--- config.mk ---
export PLATFORM = sky130hd
export DESIGN_NAME = subleq_mem_arbiter
export DESIGN_NICKNAME = d
export VERILOG_FILES = /design/src/rtl/subleq_mem_arbiter.sv
export SDC_FILE = /design/constraint.sdc
export NUM_CORES = 1
export LEC_CHECK = 0
export CAP_MARGIN = 20
export CORE_UTILIZATION = 44
export DETAILED_ROUTE_END_ITERATION = 8
export PLACE_DENSITY = 0.92
export SYNTH_ARGS = -nofsm -noshare
export SYNTH_HDL_FRONTEND = slang
export SYNTH_SLANG_ARGS = --single-unit
export TNS_END_PERCENT = 100
--- constraint.sdc ---
create_clock -name clk -period 3.2 [get_ports clk]
set_input_delay 0.48 -clock clk [delete_from_list [all_inputs] [get_ports clk]]
set_output_delay 0.48 -clock clk [all_outputs]
set_load 0.05 [all_outputs]
--- src/rtl/subleq_mem_arbiter.sv ---
// ============================================================================
// Module   : subleq_mem_arbiter
// Purpose  : Round-robin CPU/host arbiter for the shared single-port memory,
//            with capped host lock bursts and a CPU stall counter.
// Revision : 1.0
// ============================================================================
`default_nettype none

module subleq_mem_arbiter #(
    parameter int WORD_SIZE      = 16,
    parameter int ADDR_WIDTH     = 16,
    parameter int MAX_HOST_BURST = 4,
    parameter int CNT_WIDTH      = 32
) (
    input  logic                  clk,
    input  logic                  areset_n,
    input  logic                  cpu_req,
    input  logic                  cpu_we,
    input  logic [ADDR_WIDTH-1:0] cpu_addr,
    input  logic [WORD_SIZE-1:0]  cpu_wdata,
    output logic                  cpu_gnt,
    output logic                  cpu_rvalid,
    output logic [WORD_SIZE-1:0]  cpu_rdata,
    input  logic                  host_req,
    input  logic                  host_lock,
    input  logic                  host_we,
    input  logic [ADDR_WIDTH-1:0] host_addr,
    input  logic [WORD_SIZE-1:0]  host_wdata,
    output logic                  host_gnt,
    output logic                  host_rvalid,
    output logic [WORD_SIZE-1:0]  host_rdata,
    output logic [ADDR_WIDTH-1:0] mem_addr,
    output logic                  mem_we,
    output logic [WORD_SIZE-1:0]  mem_wdata,
    input  logic [WORD_SIZE-1:0]  mem_rdata,
    output logic [CNT_WIDTH-1:0]  cpu_stall_cnt
);

    localparam int unsigned           BURST_W   = $clog2(MAX_HOST_BURST + 1);
    localparam logic [BURST_W-1:0]    BURST_MAX = BURST_W'(MAX_HOST_BURST);

    typedef enum logic [1:0] {
        RD_NONE = 2'd0,
        RD_CPU  = 2'd1,
        RD_HOST = 2'd2
    } rd_owner_e;

    logic                  last_host_q,   last_host_d;
    logic                  host_locked_q, host_locked_d;
    logic [BURST_W-1:0]    burst_cnt_q,   burst_cnt_d;
    rd_owner_e             rd_pending_q,  rd_pending_d;
    logic [CNT_WIDTH-1:0]  stall_q,       stall_d;
    logic [ADDR_WIDTH-1:0] mem_addr_q,    mem_addr_d;
    logic [WORD_SIZE-1:0]  cpu_rdata_q,   host_rdata_q;

    logic                  burst_open;

    assign burst_open = host_locked_q && (burst_cnt_q < BURST_MAX);

    // Grants are forced low while reset is asserted so nothing reaches memory.
    always_comb begin
        cpu_gnt  = 1'b0;
        host_gnt = 1'b0;
        if (areset_n) begin
            if (cpu_req && host_req) begin
                if (burst_open || !last_host_q) begin
                    host_gnt = 1'b1;
                end else begin
                    cpu_gnt  = 1'b1;
                end
            end else if (cpu_req) begin
                cpu_gnt  = 1'b1;
            end else if (host_req) begin
                host_gnt = 1'b1;
            end
        end
    end

    always_comb begin
        mem_addr_d    = mem_addr_q;
        mem_we        = 1'b0;
        mem_wdata     = cpu_wdata;
        rd_pending_d  = RD_NONE;
        last_host_d   = last_host_q;
        host_locked_d = host_locked_q;
        burst_cnt_d   = burst_cnt_q;
        stall_d       = stall_q;

        if (cpu_gnt) begin
            mem_addr_d   = cpu_addr;
            mem_we       = cpu_we;
            rd_pending_d = cpu_we ? RD_NONE : RD_CPU;
            last_host_d  = 1'b0;
        end else if (host_gnt) begin
            mem_addr_d   = host_addr;
            mem_we       = host_we;
            mem_wdata    = host_wdata;
            rd_pending_d = host_we ? RD_NONE : RD_HOST;
            last_host_d  = 1'b1;
        end

        if (host_gnt) begin
            host_locked_d = host_lock;
        end else if (!host_req) begin
            host_locked_d = 1'b0;
        end

        // Burst only counts host grants that actually kept the CPU waiting.
        if (cpu_gnt || !host_locked_d) begin
            burst_cnt_d = '0;
        end else if (host_gnt && cpu_req && (burst_cnt_q < BURST_MAX)) begin
            burst_cnt_d = burst_cnt_q + 1'b1;
        end

        if (cpu_req && !cpu_gnt && (stall_q != {CNT_WIDTH{1'b1}})) begin
            stall_d = stall_q + 1'b1;
        end
    end

    assign mem_addr      = cpu_gnt ? cpu_addr : (host_gnt ? host_addr : mem_addr_q);
    assign cpu_rvalid    = (rd_pending_q == RD_CPU);
    assign host_rvalid   = (rd_pending_q == RD_HOST);
    assign cpu_rdata     = cpu_rvalid  ? mem_rdata : cpu_rdata_q;
    assign host_rdata    = host_rvalid ? mem_rdata : host_rdata_q;
    assign cpu_stall_cnt = stall_q;

    always_ff @(posedge clk or negedge areset_n) begin
        if (!areset_n) begin
            last_host_q   <= 1'b1;
            host_locked_q <= 1'b0;
            burst_cnt_q   <= '0;
            rd_pending_q  <= RD_NONE;
            stall_q       <= '0;
            mem_addr_q    <= '0;
            cpu_rdata_q   <= '0;
            host_rdata_q  <= '0;
        end else begin
            last_host_q   <= last_host_d;
            host_locked_q <= host_locked_d;
            burst_cnt_q   <= burst_cnt_d;
            rd_pending_q  <= rd_pending_d;
            stall_q       <= stall_d;
            mem_addr_q    <= mem_addr_d;
            cpu_rdata_q   <= cpu_rdata;
            host_rdata_q  <= host_rdata;
        end
    end

endmodule

`default_nettype wire

==> results of run 1 <==
[power by group]
group	leakage, nW	switching, mW	internal (mW)
registers	1.10	0.0985	1.28
clock network	0.104	0.411	0.369
logic	1.57	1.03	0.637
total	2.77	1.54	2.28
[worst max-delay path by stage]
stage	start	to	slack (ns)	cells after the start
5_1_grt	rd_pending_q[1]	cpu_rdata[11]	0.08	3
3_3_place_gp	cpu_req	mem_addr[3]	0.26	5
2_1_floorplan	burst_cnt_q[2]	mem_addr[10]	0.46	5
4_1_cts	cpu_req	mem_addr[8]	0.12	5
3_5_place_dp	cpu_req	mem_addr[11]	0.15	5
6_report	rd_pending_q[1]	cpu_rdata[14]	0.22	3
[kinds of logic (layout without fill, tap and decap cells)]
group                    count (synthesis)  count (layout)  synth area share, %
buffers and inverters                   34             234                 3.47
flip-flops                              87              87                 55.0
adder cells (fa/ha/maj)                  2               2                0.632
XOR/XNOR                                32              32                 7.26
AND/OR/NAND/NOR                         82              82                 12.8
multiplexers                            51              51                 14.4
AO/OA/AOI/OAI                           26              26                 6.41
[metal layers]
| metal | GRT usage (%) | up-vias | wire [um] |
|---|---|---|---|
| li1 | - | 1513 | - |
| met1 | 30.2 | 1645 | 4470 |
| met2 | 44.3 | 157 | 6130 |
| met3 | 5.35 | 33 | 655 |
| met4 | 12.7 | 0 | 488 |
| met5 | 0 | - | 0 |
[state kept, by name, indices dropped and copies added (netlist names)]
register and count:
mem_addr_q 16, cpu_rdata_q 16, host_rdata_q 16, cpu_stall_cnt 32, rd_pending_q 2, last_host_q 1
burst_cnt_q 3, host_locked_q 1
[synth_stat cells, types with 2 or more instances]
| library cell | n | area (um^2) |
|---|---|---|
| sky130_fd_sc_hd__a222oi_1 | 16 | 160 |
| sky130_fd_sc_hd__inv_1 | 22 | 82.6 |
| sky130_fd_sc_hd__nor2_1 | 7 | 26.3 |
| sky130_fd_sc_hd__nand2b_1 | 4 | 25.0 |
| sky130_fd_sc_hd__xnor2_1 | 25 | 219 |
| sky130_fd_sc_hd__nand2_1 | 14 | 52.6 |
| sky130_fd_sc_hd__and3_1 | 5 | 31.3 |
| sky130_fd_sc_hd__nor2_2 | 4 | 25.0 |
| sky130_fd_sc_hd__mux2i_1 | 2 | 20.0 |
| sky130_fd_sc_hd__clkbuf_1 | 8 | 30.0 |
| sky130_fd_sc_hd__nand4_1 | 15 | 93.8 |
| sky130_fd_sc_hd__mux2_2 | 49 | 552 |
| sky130_fd_sc_hd__xor2_1 | 6 | 52.6 |
| sky130_fd_sc_hd__nand3_1 | 10 | 50.1 |
| sky130_fd_sc_hd__dfrtp_1 | 86 | 2150 |
| sky130_fd_sc_hd__nor4_1 | 2 | 12.5 |
| sky130_fd_sc_hd__nor3_1 | 4 | 20.0 |
| sky130_fd_sc_hd__nor2b_1 | 4 | 25.0 |
| sky130_fd_sc_hd__buf_2 | 2 | 10.0 |
| sky130_fd_sc_hd__ha_1 | 2 | 25.0 |
| sky130_fd_sc_hd__nand4_2 | 2 | 25.0 |
[metrics by stage]
stage | hold slack, ns | utilization [%] | instances | area [um^2] | setup WS [ns]
floorplan | 0.184 | - | 314 | 3960 | 0.464
global placement | 0.296 | 69.7 | 604 | 6070 | 0.260
detailed placement | 0.294 | 69.7 | 604 | 6070 | 0.149
CTS | 0.504 | 72.1 | 621 | 6290 | 0.118
global route | 0.509 | 72.2 | 622 | 6290 | 0.0787
finish | 0.504 | 72.2 | 622 | 6290 | 0.217
[critical path, cell delays in order, from the launching register on]
cell and delay (ns):
sky130_fd_sc_hd__dfrtp_1 0.35, sky130_fd_sc_hd__nand2b_1 0.66, sky130_fd_sc_hd__mux2_2 0.43, sky130_fd_sc_hd__clkdlybuf4s50_1 0.72
[layout make-up]
type / instances / area share, %
Clock buffer: 9 / 1.97
Timing Repair Buffer: 196 / 32.4
Multi-Input combinational cell: 193 / 26.4
Tap cell: 108 / 2.15
Inverter: 22 / 1.31
Clock inverter: 7 / 1.25
Sequential cell: 87 / 34.6
==> impl_results.md, run 1 <==
* Maximum number of pins on one net before global-route repair at 54
* Leakage at 2.77 nW
* YS warnings at 0
* Ys async rst share at 100%
* CTS sink cnt at 87
* Sum of negative setup slack at 0 ns
* Post-synthesis sequential area ratio at 55.0%
* Critical Path Source Type: flop
* Required time of the critical path at 2.72 ns
* Type of the setup path with the least slack: flop to output port
* Synth unique cells at 46
* Max-slew violation count at 0
* Relative area change from synthesis to final layout at 58.9%
* Input/output buffers at 187
* Reg-to-reg critical path endpoint: cpu_stall_cnt[30]
* TritonCTS clock tree: done
* Number of clock buffers inserted by TritonCTS at 9
* Synthesized netlist cell count at 314
* All-layer global routing usage at 25.7%
* Max Root-Sink Buffers at 2
* Commonest non-fill, non-tap cell in the layout: sky130_fd_sc_hd__clkdlybuf4s50_1
* Number of hold buffers added after CTS at 1
* Power density cells at 608 nW/um^2
* Least-Margin Pin Slew at 0.835 ns
* Register area at 2180 um^2
* Routed wire length at 11.7 mm
* Number of detailed-routing iterations run before antenna repair at 5
* Multi-input combinational cell area at 1660 um^2
* Nets in the synthesized netlist at 403
* Highest achievable clock rate at 335 MHz
* Post-CTS repair timing setup buffer count at 0
* Routed vias at 3348
* Maximum resistive drop on vdd at 0.000528 V
* Source of the worst hold timing path: cpu_stall_cnt[27]
* Grt ovf at 0
* DRC Markers at 0
* Height of the chip at 96.9 um
* Synthesized area at 3960 um^2
* First-pass GRT wire length at 19.1 mm
* Count of state elements after synthesis at 87
* Die X at 96.9 um
* Number of core rows at 34
* Average wire per cell in the routed design at 18.9 um
* Top Ports at 188
* Die Area at 9390 um^2
* Number of filler cells placed in the layout at 584
* Avg Vias per Cell at 5.38
* Total Power at 3.83 mW
* Clock latency on the worst-skew pair at 0.36 ns
* Number of routed nets with antenna violations at 0
* Share of the clock period used by the worst path after layout at 93.2%
* Clock Tree Root: sky130_fd_sc_hd__clkbuf_8
* Number of antenna repair diodes at 0
* Maximum Capacitance Violations at 0
* Worst slew slack as a fraction of its limit at 44.3%
* Post-cts sizing count at 0
* Post-synthesis area per instance at 12.6 um^2
* Type of the worst min-delay path: flop to flop
* Final estimated routing congestion in global placement at 0.866
* Hold Path Cell Cnt at 1
* Most frequent cells in the layout: 135 x sky130_fd_sc_hd__clkdlybuf4s50_1, 86 x sky130_fd_sc_hd__dfrtp_1, 49 x sky130_fd_sc_hd__mux2_2, 42 x sky130_fd_sc_hd__buf_4, 25 x sky130_fd_sc_hd__xnor2_1
* Setup repair after global routing missed its margin: false
* CP Capture Type: output port
* Count of H-tree levels built during CTS at 3
* Worst Reg2Reg Path Length in Cells at 6
* Biggest fanout along the worst timing path at 17
* Final #Nets at 598
* Post-synth EDFFs at 0
* Final HPWL from detailed placement at 8.96 mm
* Clk pin slew, worst setup/hold paths at 0.09 ns
* Number of design-rule violations left by the first detailed-router iteration at 206
* Core Region at 8720 um^2
* Share of cells above drive strength 1 at 28.4%
* Primary flip-flop cell chosen by synthesis mapping: sky130_fd_sc_hd__dfrtp_1
* Run status: completed
* Slack of the worst reg-to-reg path at 0.91 ns
* Final period demand of the worst path at 2.98 ns
* Worst hold path endpoint: cpu_stall_cnt[27]
* Crit path DAT at 2.50 ns
* Vias in the first global route at 3558
* Launch instance of the worst register-to-register path: cpu_stall_cnt[0]
* Initial antenna violation count at 0
* Worst Clk Skew at 0.0185 ns
* Starting density of the core at 45.4%
* Number of setup violations in the final report at 0
* Final hold violation count at 0
Note: power is estimated with default switching activity, not from simulation.
==> run 2, diff against run 1 <==
--- a/config.mk
+++ b/config.mk
@@ -9,6 +9,8 @@
 export CORE_UTILIZATION = 44
 export DETAILED_ROUTE_END_ITERATION = 8
 export PLACE_DENSITY = 0.92
+export RECOVER_POWER = 50
+export REMOVE_ABC_BUFFERS = 1
 export SYNTH_ARGS = -nofsm -noshare
 export SYNTH_HDL_FRONTEND = slang
 export SYNTH_SLANG_ARGS = --single-unit
==> run 2 against run 1 <==
Net effect:
- non-clock buffer count down 1
- register-to-register slack worse by 0.04 ns
- first-iteration DRC count down 15%
- cell count down 0.16%
- highest routed layer unchanged
==> impl_results.md, run 2 (synthesis gave the netlist of run 1 again) <==
* CP Capture Type: output port (unchanged)
* Crit path DAT at 2.53 ns (was 2.50 ns)
* Number of antenna repair diodes at 0 (unchanged)
* Average wire per cell in the routed design at 18.0 um (was 18.9 um)
* Number of clock buffers inserted by TritonCTS at 9 (unchanged)
* Initial antenna violation count at 0 (unchanged)
* Share of power burned in registers at 37.1% (was 35.9%)
* Number of detailed-routing iterations run before antenna repair at 6 (was 5)
* Max Root-Sink Buffers at 2 (unchanged)
* Post-cts sizing count at 0 (unchanged)
* Starting density of the core at 45.4% (unchanged)
* Leakage at 2.76 nW (was 2.77 nW)
* Input/output buffers at 187 (unchanged)
* DRC Markers at 0 (unchanged)
* Final #Nets at 597 (was 598)
* Max reg flops at 32 (unchanged)
* Relative area change from synthesis to final layout at 58.0% (was 58.9%)
* First-pass GRT wire length at 17.8 mm (was 19.1 mm)
* CTS sink cnt at 87 (unchanged)
* Highest achievable clock rate at 332 MHz (was 335 MHz)
* Final period demand of the worst path at 3.01 ns (was 2.98 ns)
* Launch instance of the worst register-to-register path: cpu_stall_cnt[0] (unchanged)
* Switching part of the total at 40.5% (was 40.4%)
* Number of routed nets with antenna violations at 0 (unchanged)
* Worst Reg2Reg Path Length in Cells at 6 (unchanged)
* Power density cells at 593 nW/um^2 (was 608 nW/um^2)
* Number of core rows at 34 (unchanged)
* Final hold violation count at 0 (unchanged)
* TritonCTS clock tree: done (unchanged)
* Maximum resistive drop on vdd at 0.000444 V (was 0.000528 V)
* Run status: completed (unchanged)
* Worst Clk Skew at 0.0124 ns (was 0.0185 ns)
* Share of cells above drive strength 1 at 22.4% (was 28.4%)
* Sw Pwr at 1.50 mW (was 1.54 mW)
* Sum of negative setup slack at 0 ns (unchanged)
* Maximum Capacitance Violations at 0 (unchanged)
* Reg-to-reg critical path endpoint: cpu_stall_cnt[30] (unchanged)
* Die Area at 9390 um^2 (unchanged)
* Type of the setup path with the least slack: flop to output port (unchanged)
* Die X at 96.9 um (unchanged)
* Required time of the critical path at 2.72 ns (about the same)
* Setup repair after global routing missed its margin: false (unchanged)
* Clock Power Share at 18.2% (was 20.4%)
* Clock Tree Root: sky130_fd_sc_hd__clkbuf_8 (unchanged)
* Height of the chip at 96.9 um (unchanged)
* Comb power frac at 44.7% (was 43.7%)
* Clock latency on the worst-skew pair at 0.34 ns (was 0.36 ns)
* Grt ovf at 0 (unchanged)
* Cell Int Power at 2.21 mW (was 2.28 mW)
* Top Ports at 188 (unchanged)
* Number of design-rule violations left by the first detailed-router iteration at 176 (was 206)
* Most frequent cells in the layout: 133 x sky130_fd_sc_hd__clkdlybuf4s50_1, 86 x sky130_fd_sc_hd__dfrtp_1, 36 x sky130_fd_sc_hd__buf_4, 25 x sky130_fd_sc_hd__mux2_1, 25 x sky130_fd_sc_hd__xnor2_1 (was 135 x sky130_fd_sc_hd__clkdlybuf4s50_1, 86 x sky130_fd_sc_hd__dfrtp_1, 49 x sky130_fd_sc_hd__mux2_2, 42 x sky130_fd_sc_hd__buf_4, 25 x sky130_fd_sc_hd__xnor2_1)
* Type of the worst min-delay path: input port to async pin (was flop to flop)
* Final HPWL from detailed placement at 8.65 mm (was 8.96 mm)
* Routed vias at 3307 (was 3348)
* Commonest non-fill, non-tap cell in the layout: sky130_fd_sc_hd__clkdlybuf4s50_1 (unchanged)
* Avg Vias per Cell at 5.33 (was 5.38)
* Total placed instance area at 6120 um^2 (was 6070 um^2)
* Least-Margin Pin Slew at 1.33 ns (was 0.835 ns)
* All-layer global routing usage at 23.9% (was 25.7%)
* Maximum number of pins on one net before global-route repair at 56 (was 54)
* Routed wire length at 11.2 mm (was 11.7 mm)
* Post-CTS repair timing setup buffer count at 0 (unchanged)
* Max-slew violation count at 0 (unchanged)
* Number of hold buffers added after CTS at 0 (was 1)
* Worst slew slack as a fraction of its limit at 11.5% (was 44.3%)
* Biggest fanout along the worst timing path at 17 (unchanged)
* Clk pin slew, worst setup/hold paths at 0.08 ns (was 0.09 ns)
* Fin util at 71.8% (was 72.2%)
* Critical Path Source Type: flop (unchanged)
* Final estimated routing congestion in global placement at 0.819 (was 0.866)
* Core Region at 8720 um^2 (unchanged)
* Vias in the first global route at 3469 (was 3558)
* Share of the clock period used by the worst path after layout at 94.2% (was 93.2%)
* Slack of the worst reg-to-reg path at 0.87 ns (was 0.91 ns)
* Number of setup violations in the final report at 0 (unchanged)
* Count of H-tree levels built during CTS at 3 (unchanged)
* Final Instance Area at 6260 um^2 (was 6290 um^2)
## run 2: stage by stage
step	setup WS, ns	hold WS, ns	power [mW]	std cells
after detailed placement	0.526	0.481	3.09	605
final	0.187	0.107	3.71	621
after global placement	0.199	0.476	3.03	604
after global routing	0.0837	0.125	3.86	621
after CTS	0.174	0.106	3.77	621
after floorplan	-0.761	0.184	2.39	302
## run 2: layout make-up
class,count,area (um^2)
clock buffer,13,149
clock inverter,3,18.8
fill,609,2460
inverter,22,82.6
multi-input combinational,193,1640
sequential,87,2180
tap,108,135
timing repair buffer,195,2060
## run 2: routing by layer
layer | GRT usage (%) | wire [um]
met5 | 0 | 0
met1 | 30.1 | 4400
met3 | 5.42 | 617
met4 | 8.04 | 269
met2 | 40.4 | 5870
## run 2: critical path: stages, from the launching register on
cell and delay [ns]:
sky130_fd_sc_hd__dfrtp_1 0.37, sky130_fd_sc_hd__nand2b_1 0.56, sky130_fd_sc_hd__mux2_1 0.53, sky130_fd_sc_hd__clkdlybuf4s50_1 0.74
## run 2: power groups by stage
stage	logic (mW)	registers, mW	clock network [mW]
floorplan	0.886	1.51	0
global placement	1.65	1.38	0
detailed placement	1.69	1.40	0
CTS	1.69	1.38	0.698
global route	1.73	1.40	0.738
finish	1.66	1.38	0.675
## run 2: how the worst max path moves through the flow
stage                     depth (start not counted)       startpoint             to  slack, ns
final                                             3  rd_pending_q[1]   cpu_rdata[3]       0.19
after global routing                              3  rd_pending_q[1]   cpu_rdata[3]       0.08
after CTS                                         3  rd_pending_q[1]  cpu_rdata[15]       0.17
after detailed placement                          6         host_req  mem_wdata[13]       0.53
after global placement                            5          cpu_req    mem_addr[4]       0.20
after floorplan                                   3      last_host_q         mem_we      -0.76
==> run 3, diff against run 2 <==
--- a/config.mk
+++ b/config.mk
@@ -5,8 +5,10 @@
 export SDC_FILE = /design/constraint.sdc
 export NUM_CORES = 1
 export LEC_CHECK = 0
+export ABC_AREA = 0
 export CAP_MARGIN = 20
 export CORE_UTILIZATION = 44
+export CTS_CLUSTER_DIAMETER = 50
 export DETAILED_ROUTE_END_ITERATION = 8
 export PLACE_DENSITY = 0.92
 export RECOVER_POWER = 50
==> results of run 3 <==
Same layout as run 2: the final DEF is identical, and so are final timing and power.
